$ cat src/rtl/proc_pkg.sv
// rtl/proc_pkg.sv - shared processor types and constants for the data-memory dump path
package proc_pkg;

  localparam int DATA_W     = 64;
  localparam int WORD_BYTES = 8;

  typedef enum logic [1:0] {
    IDLE,
    READ,
    OUT,
    DONE
  } dump_state_t;

endpackage

$ cat src/rtl/dmem_dump_arbiter.sv
// rtl/dmem_dump_arbiter.sv - shares data memory between the CPU and a word-streaming dump engine
module dmem_dump_arbiter
  import proc_pkg::*;
#(
  parameter int N     = DATA_W,
  parameter int DEPTH = 64,
  parameter int IDX_W = $clog2(DEPTH)
) (
  input  logic         CLOCK_50,
  input  logic         reset,
  input  logic         dump,
  input  logic [N-1:0] cpu_addr,
  input  logic [N-1:0] cpu_wdata,
  input  logic         cpu_we,
  output logic         cpu_stall,
  output logic [N-1:0] mem_addr,
  output logic [N-1:0] mem_wdata,
  output logic         mem_we,
  input  logic [N-1:0] mem_rdata,
  output logic         dump_valid,
  input  logic         dump_ready,
  output logic [N-1:0] dump_addr,
  output logic [N-1:0] dump_data,
  output logic         dump_done
);

  dump_state_t      state;
  logic [IDX_W-1:0] idx;
  logic             dump_q;
  logic             start;
  logic             last_word;
  logic [N-1:0]     idx_addr;

  assign start     = dump & ~dump_q;
  assign last_word = (idx == IDX_W'(DEPTH - 1));
  assign idx_addr  = N'(idx) * N'(WORD_BYTES);

  // Status outputs are registered alongside the state so they change only on state transitions.
  always_ff @(posedge CLOCK_50 or posedge reset) begin
    if (reset) begin
      state      <= IDLE;
      idx        <= '0;
      dump_q     <= 1'b0;
      dump_data  <= '0;
      dump_addr  <= '0;
      cpu_stall  <= 1'b0;
      dump_valid <= 1'b0;
      dump_done  <= 1'b0;
    end else begin
      dump_q <= dump;
      case (state)
        IDLE: begin
          if (start) begin
            state     <= READ;
            idx       <= '0;
            cpu_stall <= 1'b1;
          end
        end
        READ: begin
          dump_data  <= mem_rdata;
          dump_addr  <= idx_addr;
          dump_valid <= 1'b1;
          state      <= OUT;
        end
        OUT: begin
          if (dump_ready) begin
            dump_valid <= 1'b0;
            if (last_word) begin
              dump_done <= 1'b1;
              state     <= DONE;
            end else begin
              idx   <= idx + IDX_W'(1);
              state <= READ;
            end
          end
        end
        DONE: begin
          if (!dump) begin
            dump_done <= 1'b0;
            cpu_stall <= 1'b0;
            state     <= IDLE;
          end
        end
        default: begin
          state      <= IDLE;
          cpu_stall  <= 1'b0;
          dump_valid <= 1'b0;
          dump_done  <= 1'b0;
        end
      endcase
    end
  end

  // Outside IDLE the dump engine owns the address and stores are blocked outright.
  always_comb begin
    mem_addr  = cpu_addr;
    mem_wdata = cpu_wdata;
    mem_we    = cpu_we;
    if (state != IDLE) begin
      mem_addr = idx_addr;
      mem_we   = 1'b0;
    end
  end

endmodule

$ cat config.mk
export PLATFORM = sky130hd
export DESIGN_NAME = dmem_dump_arbiter
export DESIGN_NICKNAME = d
export VERILOG_FILES = /design/src/rtl/proc_pkg.sv /design/src/rtl/dmem_dump_arbiter.sv
export SDC_FILE = /design/constraint.sdc
export NUM_CORES = 1
export LEC_CHECK = 0
export CORE_AREA = 3 3 176 178
export DETAILED_ROUTE_END_ITERATION = 7
export DIE_AREA = 0 0 179 181
export PLACE_DENSITY_LB_ADDON = 0.25
export SYNTH_ARGS = -nofsm -noshare
export SYNTH_HDL_FRONTEND = slang
export SYNTH_SLANG_ARGS = --single-unit
$ cat constraint.sdc
create_clock -name CLOCK_50 -period 3.05 [get_ports CLOCK_50]
set_input_delay 0.61 -clock CLOCK_50 [delete_from_list [all_inputs] [get_ports CLOCK_50]]
set_output_delay 0.61 -clock CLOCK_50 [all_outputs]
set_load 0.03 [all_outputs]
==> run metrics, run 1 <==
post-synthesis register bit count 82; Iter 0 DRT Violations about 140; Synth top cells by count 122 x buf_4, 82 x dfrtp_1, 74 x mux2_2, 59 x and2_1, 11 x nand2_1; CP Data Required Time about 2400 ps; CTS Buffer Depth 2; post-detailed-route count of antenna-violating nets 0; Post-Synth XOR/XNOR Area 0; Worst Hold Class flop to flop; Syn Std Cell Area around 4600 sq um; critical path arrival roughly 2300 ps; synth warn 0; async set-reset flop share out of synthesis 1.000; post-synth top area share 0.4454; Power Density 1072 nW/um^2; pin count of the biggest net entering global routing 39; Max Cap Violations 0; gpl congestion between 0.6 and 0.7; H-tree depth 3; Final Power ~8 mW; post-DP HPWL 14530 um; Overflow after GRT 0; Die Y between 150 and 200 um; core area 29560 sq um; most frequent cell after synthesis buf_4; Total Wirelength between 15000 and 20000 um; CTS tree done; synthesized area per cell approximately 11 sq um; fmax about 0.35 GHz; post-synthesis cell type count 34; register area share after synthesis 0.4454; # clock sinks 82; via count roughly 3500; period utilisation layout 0.9432; gr usage total 0.1039; vias in the first global route approximately 3600; dominant synthesized flop cell dfrtp_1; largest family of logic cells by synthesized area buffers and inverters; ANT cells 0; status completed; Fillers roughly 3200; Remaining DRCs 0; Setup Viol. Count Final 0; vias per cell 3.428; Final Slew Violations 0; multiplexer share of the synthesized area 0.1852; Root Driver clkbuf_16; Clock transition at path regs approximately 70 ps; clk_lat worst skew 340 ps; die width between 150 and 200 um; drt pass-1 iters 4; DR WL/cell 17.28 um; CP Launch Type flop; setup_tns 0 ps; LEAKAGE approximately 3 nW; cell count after synthesis 414; Die Area 32400 sq um; Setup crit end kind primary output; maximum vdd ir drop 607.6 uV; Synth area leaders dfrtp_1 45%, buf_4 20%, mux2_2 18%; nets 820; worst-case clock skew a little under 7 ps; Synth area leader dfrtp_1; Port Buf Inserts 270; Period minus WS final between 2000 and 3000 ps; Starting Density 0.1559; number of synthesized flops with an enable pin 0; TritonCTS buffer count 9; CTS Hold Bufs 0; post-synthesis compound-gate area fraction 0.02770; post-synthesis simple-gate area fraction 0.1154; initial antenna violation count 2; RSZ-0062 raised after global routing no; critical path class flop to primary output; Ports approximately 460; final hold vios 0; Area Growth Syn to Fin 61.43%; first-pass GRT wire length about 25000 um; crit-path max FO 38; total setup buffers inserted after CTS 0; placement row count 63; share of cells above drive strength 1 0.1802; Fin Hold WS just over 500 ps; adder-cell share of the synthesized area 0.002716
[layer usage]
layer,track usage,wire length (um)
met5,0,31
met4,0.03242,275
met3,0.07461,3119
met2,0.1726,8317
met1,0.1019,5826
[placed cells by master, fill, tap and decap left out, types with 2 or more instances in the layout]
master,netlist,final
clkbuf_8,0,3
a21oi_1,5,5
nand2_1,11,11
mux2i_1,2,2
mux2_2,74,74
clkdlybuf4s50_1,0,263
clkinv_2,0,2
and2_1,59,59
nand3_1,5,5
nor2_1,3,2
o21ai_0,7,7
clkbuf_16,0,9
inv_1,5,4
buf_4,122,12
conb_1,1,58
and3_1,2,2
buf_12,0,4
dfrtp_1,82,81
[metrics by stage]
step	setup slack (ps)	instance area, sq um	util	std cells
after floorplan	331.6	4821	-	471
after global placement	402.2	7138	0.2415	1001
after detailed placement	399.2	7138	0.2415	1001
after CTS	11.85	7430	0.2513	1017
after global routing	32.51	7437	0.2516	1017
final	173.2	7437	0.2516	1017
[state kept, by name, indices dropped and copies added, names as in the netlist]
| register | flops |
|---|---|
| dump_data | 64 |
| dump_valid | 1 |
| cpu_stall | 1 |
| idx | 6 |
| dump_addr | 6 |
| state | 2 |
| dump_q | 1 |
| dump_done | 1 |
[final timing paths]
path	start	end	slack, ps	depth (start not counted)
max in group asynchronous	reset	state[1]$_DFFE_PP0P_	1790	3
min in group asynchronous	reset	dump_data[61]$_DFFE_PP0P_	530	2
worst min-delay path	dump_data[62]$_DFFE_PP0P_	dump_data[62]$_DFFE_PP0P_	510	1
worst min register to register	dump_data[62]$_DFFE_PP0P_	dump_data[62]$_DFFE_PP0P_	510	1
worst max-delay path	state[0]$_DFFE_PP0P_	mem_addr[5]	170	4
worst max register to register	state[0]$_DFFE_PP0P_	dump_data[60]$_DFFE_PP0P_	1190	3
[power breakdown]
group / switching (mW) / internal (mW) / leakage, nW
clock network: 0.456 / 0.621 / 0.142
registers: 0.322 / 1.59 / 0.988
logic: 2.71 / 2.27 / 1.91
total: 3.49 / 4.48 / 3.04
[critical path, cell delays in order (launching register included)]
cell,delay [ps]
dfrtp_1,520
nor2_4,210
buf_6,240
mux2_2,360
clkdlybuf4s50_1,590
[timing repair]
item,CTS,global route
endpoints found under the setup margin,0,5
endpoints found under the hold margin,0,0
resized for setup,0,3
[logic make-up after synthesis]
kind of cell,after synthesis
buffers and inverters,146
AND/OR/NAND/NOR,88
flip-flops,82
multiplexers,76
AO/OA/AOI/OAI,20
adder cells (fa/ha/maj),1
other,1
[final cells by class]
class / count / area [sq um] / area share
Inverter: 5 / 20.02 / 0.002692
Multi-Input combinational cell: 243 / 1758 / 0.2364
Clock buffer: 13 / 270.3 / 0.03634
Tap cell: 390 / 488.0 / 0.06561
Clock inverter: 3 / 21.27 / 0.002860
Timing Repair Buffer: 281 / 2826 / 0.3800
Sequential cell: 82 / 2053 / 0.2761
No activity file was read; power rests on OpenSTA's default activity.
==> inputs of run 2 (changes only) <==
--- a/config.mk
+++ b/config.mk
@@ -9,6 +9,7 @@
 export DETAILED_ROUTE_END_ITERATION = 7
 export DIE_AREA = 0 0 179 181
 export PLACE_DENSITY_LB_ADDON = 0.25
+export SLEW_MARGIN = 20
 export SYNTH_ARGS = -nofsm -noshare
 export SYNTH_HDL_FRONTEND = slang
 export SYNTH_SLANG_ARGS = --single-unit
==> results of run 2 <==
Same layout as run 1: the final DEF is identical, and so are final timing and power.
